File: src/rtl/bus_requester.sv
// Bus requester: buffers host words in a FIFO and issues whole bursts onto a
// shared bus through a request/grant handshake with a round-robin arbiter.
module bus_requester #(
    parameter int DATA_W  = 8,
    parameter int DEPTH   = 8,
    parameter int TIMEOUT = 15
) (
    input  logic              clk,
    input  logic              rst,
    input  logic              wr_valid,
    input  logic [DATA_W-1:0] wr_data,
    input  logic              wr_last,
    output logic              wr_ready,
    output logic              req,
    input  logic              grant,
    output logic              bus_valid,
    output logic [DATA_W-1:0] bus_data,
    output logic              bus_last,
    output logic              busy,
    output logic              timeout,
    output logic              err_overflow,
    output logic              err_len
);

    localparam int AW = $clog2(DEPTH);
    localparam int CW = AW + 1;
    localparam int WW = (TIMEOUT > 1) ? $clog2(TIMEOUT) : 1;

    typedef enum logic [1:0] {IDLE, REQ, XFER, GAP} state_t;

    state_t            state, state_nx;
    logic [DATA_W:0]   mem [DEPTH];
    logic [AW-1:0]     wr_ptr, rd_ptr;
    logic [CW-1:0]     count;
    logic [CW-1:0]     burst_cnt;
    logic [WW-1:0]     wait_cnt, wait_cnt_nx;
    logic [DATA_W:0]   head;
    logic              full, empty;
    logic              push, pop, flush;
    logic              push_last, pop_last;

    assign full      = (count == CW'(DEPTH));
    assign empty     = (count == '0);
    assign head      = mem[rd_ptr];
    assign wr_ready  = !full;
    assign pop       = bus_valid;
    // A pop frees the slot, so a full FIFO still takes a word on a beat cycle.
    assign push      = wr_valid && (!full || pop);
    assign push_last = push && wr_last;
    assign pop_last  = pop && head[DATA_W];
    assign bus_data  = empty ? '0 : head[DATA_W-1:0];
    assign bus_last  = bus_valid && head[DATA_W];
    assign busy      = (state != IDLE);

    always_comb begin
        state_nx    = state;
        wait_cnt_nx = wait_cnt;
        req         = 1'b0;
        bus_valid   = 1'b0;
        timeout     = 1'b0;
        flush       = 1'b0;
        case (state)
            IDLE: begin
                if (burst_cnt != '0) begin
                    state_nx    = REQ;
                    wait_cnt_nx = '0;
                end else if (full) begin
                    // Full with no burst end can never drain: discard it.
                    flush = 1'b1;
                end
            end
            REQ: begin
                req = 1'b1;
                if (grant) begin
                    state_nx    = XFER;
                    wait_cnt_nx = '0;
                end else if (wait_cnt == WW'(TIMEOUT - 1)) begin
                    timeout     = 1'b1;
                    wait_cnt_nx = '0;
                end else begin
                    wait_cnt_nx = wait_cnt + WW'(1);
                end
            end
            XFER: begin
                req       = 1'b1;
                bus_valid = grant && !empty;
                if (bus_valid && head[DATA_W]) begin
                    state_nx = GAP;
                end
            end
            GAP: begin
                state_nx = IDLE;
            end
            default: begin
                state_nx = IDLE;
            end
        endcase
    end

    always_ff @(posedge clk or posedge rst) begin
        if (rst) begin
            state        <= IDLE;
            wait_cnt     <= '0;
            wr_ptr       <= '0;
            rd_ptr       <= '0;
            count        <= '0;
            burst_cnt    <= '0;
            err_overflow <= 1'b0;
            err_len      <= 1'b0;
        end else begin
            state    <= state_nx;
            wait_cnt <= wait_cnt_nx;
            if (flush) begin
                wr_ptr <= '0;
                rd_ptr <= '0;
                count  <= '0;
            end else begin
                if (push) begin
                    wr_ptr <= wr_ptr + AW'(1);
                end
                if (pop) begin
                    rd_ptr <= rd_ptr + AW'(1);
                end
                if (push && !pop) begin
                    count <= count + CW'(1);
                end else if (pop && !push) begin
                    count <= count - CW'(1);
                end
            end
            if (push_last && !pop_last) begin
                burst_cnt <= burst_cnt + CW'(1);
            end else if (pop_last && !push_last) begin
                burst_cnt <= burst_cnt - CW'(1);
            end
            if (wr_valid && full && !pop) begin
                err_overflow <= 1'b1;
            end
            if (flush) begin
                err_len <= 1'b1;
            end
        end
    end

    // Storage carries no reset; the pointers and count define what is valid.
    always_ff @(posedge clk) begin
        if (push) begin
            mem[wr_ptr] <= {wr_last, wr_data};
        end
    end

endmodule
File: config.mk
export PLATFORM = sky130hd
export DESIGN_NAME = bus_requester
export DESIGN_NICKNAME = d
export VERILOG_FILES = /design/src/rtl/bus_requester.sv
export SDC_FILE = /design/constraint.sdc
export NUM_CORES = 1
export LEC_CHECK = 0
export CAP_MARGIN = 10
export CORE_MARGIN = 5
export CORE_UTILIZATION = 50
export DETAILED_ROUTE_END_ITERATION = 16
export GPL_ROUTABILITY_DRIVEN = 0
export MAX_ROUTING_LAYER = met4
export PLACE_DENSITY = 0.69
export RECOVER_POWER = 25
export SLEW_MARGIN = 20
export SYNTH_ARGS = -nofsm -noshare
export SYNTH_HDL_FRONTEND = slang
export SYNTH_SLANG_ARGS = --single-unit
File: constraint.sdc
create_clock -name clk -period 3.5 [get_ports clk]
set_input_delay 0.35 -clock clk [delete_from_list [all_inputs] [get_ports clk]]
set_output_delay 0.35 -clock clk [all_outputs]
set_load 0.02 [all_outputs]
# Word level (Yosys, flattened, before mapping)
# Memory sizes are Yosys's and may differ from the RTL's.
# Index checks and enable logic that the tools add are counted.
classes:
  magnitude_cmp: 0
  reduce_logical: 30
  eq_ne: 8
  bitwise: 0
  div_mod_pow: 0
  n_mul: 0
  shift: 0
  n_addsub: 7
  mux: 28
ops:
  columns: ["operator", "n"]
  rows:
  - ["$mux 4", 8]
  - ["$add 4x1->4 const B", 3]
  - ["$mux 3", 4]
  - ["$logic_and 1x1->1", 11]
  - ["$mux 1", 10]
  - ["$reduce_bool 2->1", 5]
  - ["$eq 4x4->1 const B", 2]
  - ["$mux 8", 1]
  - ["$pmux 2 s4", 1]
  - ["$pmux 4 s2", 1]
  - ["$sub 4x1->4 const B", 2]
  - ["$add 3x1->3 const B", 2]
  - ["$logic_not 1->1", 6]
  - ["$mux 2", 3]
  - ["$ne 2x2->1 const B", 3]
  - ["$eq 2x2->1 const B", 2]
  - ["$logic_not 4->1", 1]
  - ["$reduce_bool 4->1", 1]
  - ["$reduce_and 3->1", 1]
  - ["$reduce_bool 3->1", 1]
  - ["$eq 2x1->1 const B", 1]
  - ["$logic_not 2->1", 1]
  - ["$reduce_and 2->1", 1]
  - ["$reduce_or 2->1", 1]
  - ["$logic_or 1x1->1", 1]
word_totals:
  regBits: 22
  memories: 1
  out_inout_bits: 16
  inputBits: 13
  latchBits: 0
  ramBits: 72
  rom_bits: 0
memory_table:
  columns: ["name", "words", "width", "rd", "rd_clocked_by_memory_dff", "wr", "line", "source"]
  rows:
  - ["mem", 8, 9, 1, 0, 1, "32", "logic [DATA_W:0] mem [DEPTH];"]

# Depth between registers and ports, before layout
logic_depth:
  depth_word: 11
  mapped_depth: 13

# Worst setup path before layout
# Ideal clock, no wire load.
synth_timing:
  kind: "register -> register"
  from: "reg count[3]"
  to: "reg burst_cnt[3]"
  path_stages_with_launch: 14
  setup_ns: 0.080
  arrival_time_ns: 2.604
  setup_slack_ns: 0.816
  path_buffers: 2
  path_cell_list: "dfrtp_1 -> buf_6 -> o41a_4 -> nand2_4 -> inv_2 -> buf_2 -> nand3_1 -> ha_1 -> inv_1 -> ha_1 -> a21o_1 -> a21oi_1 -> mux2i_1 -> xnor2_1"
synth_via:
  elab_chain_len: 10
synth_lines:
  columns: ["element", "line", "source"]
  rows:
  - ["start, declared", "34", "logic [CW-1:0] count;"]
  - ["start signal, assigned", "125", "count <= count + CW'(1);"]
  - ["start signal, assigned", "127", "count <= count - CW'(1);"]
  - ["$logic_not 4->1 *", "43", "assign empty = (count == '0);"]
  - ["$logic_not 1->1 *", "86", "bus_valid = grant && !empty;"]
  - ["$logic_and 1x1->1 *", "86", null]
  - ["$mux 1 *", "62", "case (state)"]
  - ["named net bus_valid", "16", "output logic bus_valid,"]
  - ["$logic_or 1x1->1", "48", "assign push = wr_valid && (!full || pop);"]
  - ["$logic_and 1x1->1", "48", null]
  - ["$logic_and 1x1->1", "49", "assign push_last = push && wr_last;"]
  - ["$logic_not 1->1", "132", "end else if (pop_last && !push_last) begin"]
  - ["$logic_and 1x1->1", "132", null]
  - ["$reduce_bool 2->1 (no source line)", null, null]
  - ["end signal, assigned", "131", "burst_cnt <= burst_cnt + CW'(1);"]
  - ["end signal, assigned", "133", "burst_cnt <= burst_cnt - CW'(1);"]
  - ["end, declared", "35", "logic [CW-1:0] burst_cnt;"]
# The timed path passes the listed nets; every way through them passes the cells marked *.
# A chain may end at the register's enable or synchronous reset.

# Worst setup path after layout
layout_timing:
  from: "reg rd_ptr[0]"
  to: "out bus_data[3]"
layout_via:
  elab_chain_len: 2
layout_lines:
  columns: ["element", "line", "source"]
  rows:
  - ["start, declared", "33", "logic [AW-1:0] wr_ptr, rd_ptr;"]
  - ["start signal, assigned", "122", "rd_ptr <= rd_ptr + AW'(1);"]
  - ["$mem_v2 8x9", null, null]
  - ["$mux 8", "51", "assign bus_data = empty ? '0 : head[DATA_W-1:0];"]
  - ["end, declared", "17", "output logic [DATA_W-1:0] bus_data,"]
# No other way between the ends.

==> results by group <==
Timing
  – Slew @ Worst Pin: roughly 850 ps
  – RSZ-0062 raised after global routing: no
  – Setup tns final: 0 ps
  – F_max: about 330 MHz
  – Setup-failing EPs final: 0
  – Fin. max-slew vios: 0
  – Hold Violations, Final: 0
  – Crit share post-route: 0.876
  – Slew headroom: 0.434
  – Min Tclk post-route: 3070 ps
  – Clock skew: about 12 ps

Finish
  – Fillers: approximately 660
  – Nets: 363
  – P&R area growth vs syn: 16.4%
  – Layout cells sized above 1: 0.168
  – # diodes: 0
  – Non-filler cells, final: around 440

Synthesis
  – Yosys warnings: 0
  – Async SR Flop Fraction: 0.234
  – Syn Std Cell Area: approximately 0.0043 mm²
  – #FFs+latches synth: 94
  – Seq/Total Area, Yosys: 0.637
  – Cells after Synth: between 200 and 300
  – Net count after synthesis: 321
  – Synth Area per Inst: roughly 15 µm²
  – Post-synth EDFFs: 72
  – Main synth FF type: edfxtp_1
  – Distinct cells, synth: between 40 and 50

Worst setup path
  – Worst setup EP type: output port
  – CP required: ~3200 ps
  – Crit-path leading delay family: buffers and inverters
  – CP bufs+invs: 2
  – Crit path max fanout: 12
  – Critical Path AT: 2720 ps
  – Crit path kind: reg -> out
  – Worst-path cell chain: buf_4 -> mux4_2 -> nand2_1 -> a21oi_1 -> clkdlybuf4s50_1
  – Crit path largest cell delay: slightly below 800 ps
  – Startpoint types: flip-flop
  – Slowest-stage cell, CP: dfrtp_1

Clocking
  – TritonCTS Buffers: 9
  – Htree depth: 3
  – TritonCTS clock tree: yes
  – Clock Tree Root: clkbuf_8
  – Post-CTS Hold Buffers: 0
  – Post CTS Setup Buffer Count: 0
  – # clock sinks: 94
  – Clock transition at path regs: about 90 ps
  – Max clock buf depth: 2
  – Clk_lat worst skew: roughly 360 ps
  – Post-CTS Resized: 0

Job
  – Max-cap viol count: 0

Global route
  – Vias in the first global route: roughly 2600
  – Antenna violations before repair: 0
  – First-pass GRT wire length: 13.8 mm
  – GRT Total Usage: 0.184
  – Pin count of the biggest net entering global routing: 23
  – Grt ovf: 0

Run status
  – Status: finished clean

Drt
  – DR vias: ~2600
  – # DRC: 0
  – DRT Wirelength: approximately 8.5 mm
  – WL/cell: between 15 and 20 µm
  – Router iterations before antenna repair: 4
  – Antenna Nets Post-Route: 0
  – Vias/cell: 5.81
  – First DRT Iteration DRCs: around 130

Power
  – Maximum resistive drop on vdd: approximately 0.00042 V
  – P_leak: 1.80 nW
  – Pwr per Cell Area: between 800 and 900 mW/mm²

Floorplanning
  – I/O pin total: 29
  – Core ar.: roughly 0.0083 mm²
  – Num rows: 33
  – Initial Utilization: 0.516
  – DIE HEIGHT: between 100 and 150 µm
  – Total Die Area: 0.0105 mm²
  – Chip width: 102 µm

Min path
  – HP Class: in -> async

Place
  – Placed insts: 429
  – IO Port Bufs: 28
  – Final HPWL DP: roughly 5.7 mm
==> synthesized netlist by cell type, types with 2 or more instances <==
library cell / count / area share
mux2i_1: 6 / 0.014
dfrtp_1: 22 / 0.13
clkbuf_1: 3 / 0.0026
edfxtp_1: 72 / 0.51
fa_1: 2 / 0.0094
and2_1: 3 / 0.0044
a221oi_1: 2 / 0.0041
inv_1: 15 / 0.013
o21ai_0: 5 / 0.0059
nor4b_1: 3 / 0.0062
nor3_1: 4 / 0.0047
nand2b_1: 4 / 0.0059
o2bb2ai_1: 2 / 0.0041
a311oi_1: 3 / 0.0062
buf_1: 3 / 0.0026
a211oi_1: 3 / 0.0053
nand3_1: 8 / 0.0094
nor2b_1: 3 / 0.0044
a32oi_1: 2 / 0.0041
and3_1: 4 / 0.0059
a21oi_1: 17 / 0.020
ha_1: 13 / 0.038
mux4_2: 16 / 0.085
a21o_1: 2 / 0.0035
nand2_1: 27 / 0.024
xnor2_1: 9 / 0.018
nor2_1: 11 / 0.0097
nor3b_1: 2 / 0.0035
nand4_1: 2 / 0.0029
nor4_1: 2 / 0.0029
buf_2: 5 / 0.0059
==> cells in the final DEF, fill, tap and decap left out, types with 3 or more instances in the layout <==
master,synthesis,final
and2_1,3,3
nand2b_1,4,4
and3_1,4,4
inv_1,15,15
edfxtp_1,72,72
mux2i_1,6,6
nor3_1,4,4
dlygate4sd3_1,0,7
o21ai_0,5,5
nor2b_1,3,3
nor2_1,11,11
nand3_1,8,8
clkdlybuf4s50_1,0,21
xnor2_1,9,9
nand2_1,27,27
clkbuf_8,0,9
a21oi_1,17,17
a311oi_1,3,3
a211oi_1,3,3
buf_4,1,16
mux4_2,16,16
ha_1,13,13
dfrtp_1,22,22
==> registers in the layout, indices dropped and copies added, names as in the netlist <==
name,cells
mem,72
wr_ptr,3
wait_cnt,4
err_len,1
rd_ptr,3
burst_cnt,4
err_overflow,1
state,2
count,4
==> path summary, 6_finish.rpt <==
| kind | slack, ps | end | from | depth (start not counted) |
|---|---|---|---|---|
| max | 430 | bus_data[3] | rd_ptr[0]$_DFFE_PP0P_ | 5 |
| min | 450 | wait_cnt[2]$_DFFE_PP0P_ | rst | 2 |
| max reg2reg | 570 | burst_cnt[3]$_DFFE_PP0P_ | state[0]$_DFFE_PP0P_ | 12 |
| min reg2reg | 480 | err_len$_DFFE_PP0P_ | err_len$_DFFE_PP0P_ | 1 |
| max in group asynchronous | 2510 | burst_cnt[0]$_DFFE_PP0P_ | rst | 2 |
| min in group clk | 480 | err_len$_DFFE_PP0P_ | err_len$_DFFE_PP0P_ | 1 |
==> stage by stage <==
| stage | hold slack, ps | total power (W) | worst slack, ps | area [µm²] | util |
|---|---|---|---|---|---|
| finish | 453 | 0.00422 | 435 | 4960 | 0.601 |
| global route | 502 | 0.00448 | 313 | 4960 | 0.601 |
| CTS | 483 | 0.00426 | 397 | 4960 | 0.601 |
| detailed placement | 461 | 0.00347 | 424 | 4750 | 0.575 |
| global placement | 449 | 0.00342 | 514 | 4750 | 0.575 |
| floorplan | 339 | 0.00286 | 816 | 4260 | - |
==> cells by family after synthesis <==
kind of cell / Yosys count / share of synthesized area
DFF: 94 / 0.637
and+or+nand+nor: 77 / 0.0922
AOI/OAI and AO/OA: 45 / 0.0734
buffers and inverters: 30 / 0.0305
muxes: 23 / 0.101
adders and majority gates: 15 / 0.0476
xor gates and xnor gates: 9 / 0.0185
==> area by class of cell <==
class | count | area (µm²) | share of cell area
flip-flops and latches | 94 | 2710 | 0.547
multi-input cells | 169 | 1440 | 0.290
repair buffers | 44 | 400 | 0.0807
well taps | 105 | 131 | 0.0265
clock buffers | 9 | 124 | 0.0250
clock inverters | 6 | 92.6 | 0.0187
inverters | 17 | 63.8 | 0.0129
==> report_power, final <==
group          leakage, nW  internal [W]  switching [W]
Sequential           0.921       0.00145       0.000264
Clock                0.102      0.000403       0.000380
Combinational        0.781      0.000834       0.000889
Total                 1.80       0.00268        0.00153
==> metal layers <==
| metal | GRT usage | wire length, µm |
|---|---|---|
| met3 | 0.0307 | 344 |
| met5 | - | 0 |
| met2 | 0.287 | 4200 |
| met1 | 0.243 | 3800 |
| met4 | 0.0727 | 133 |
Note: power is estimated with default switching activity, not from simulation.
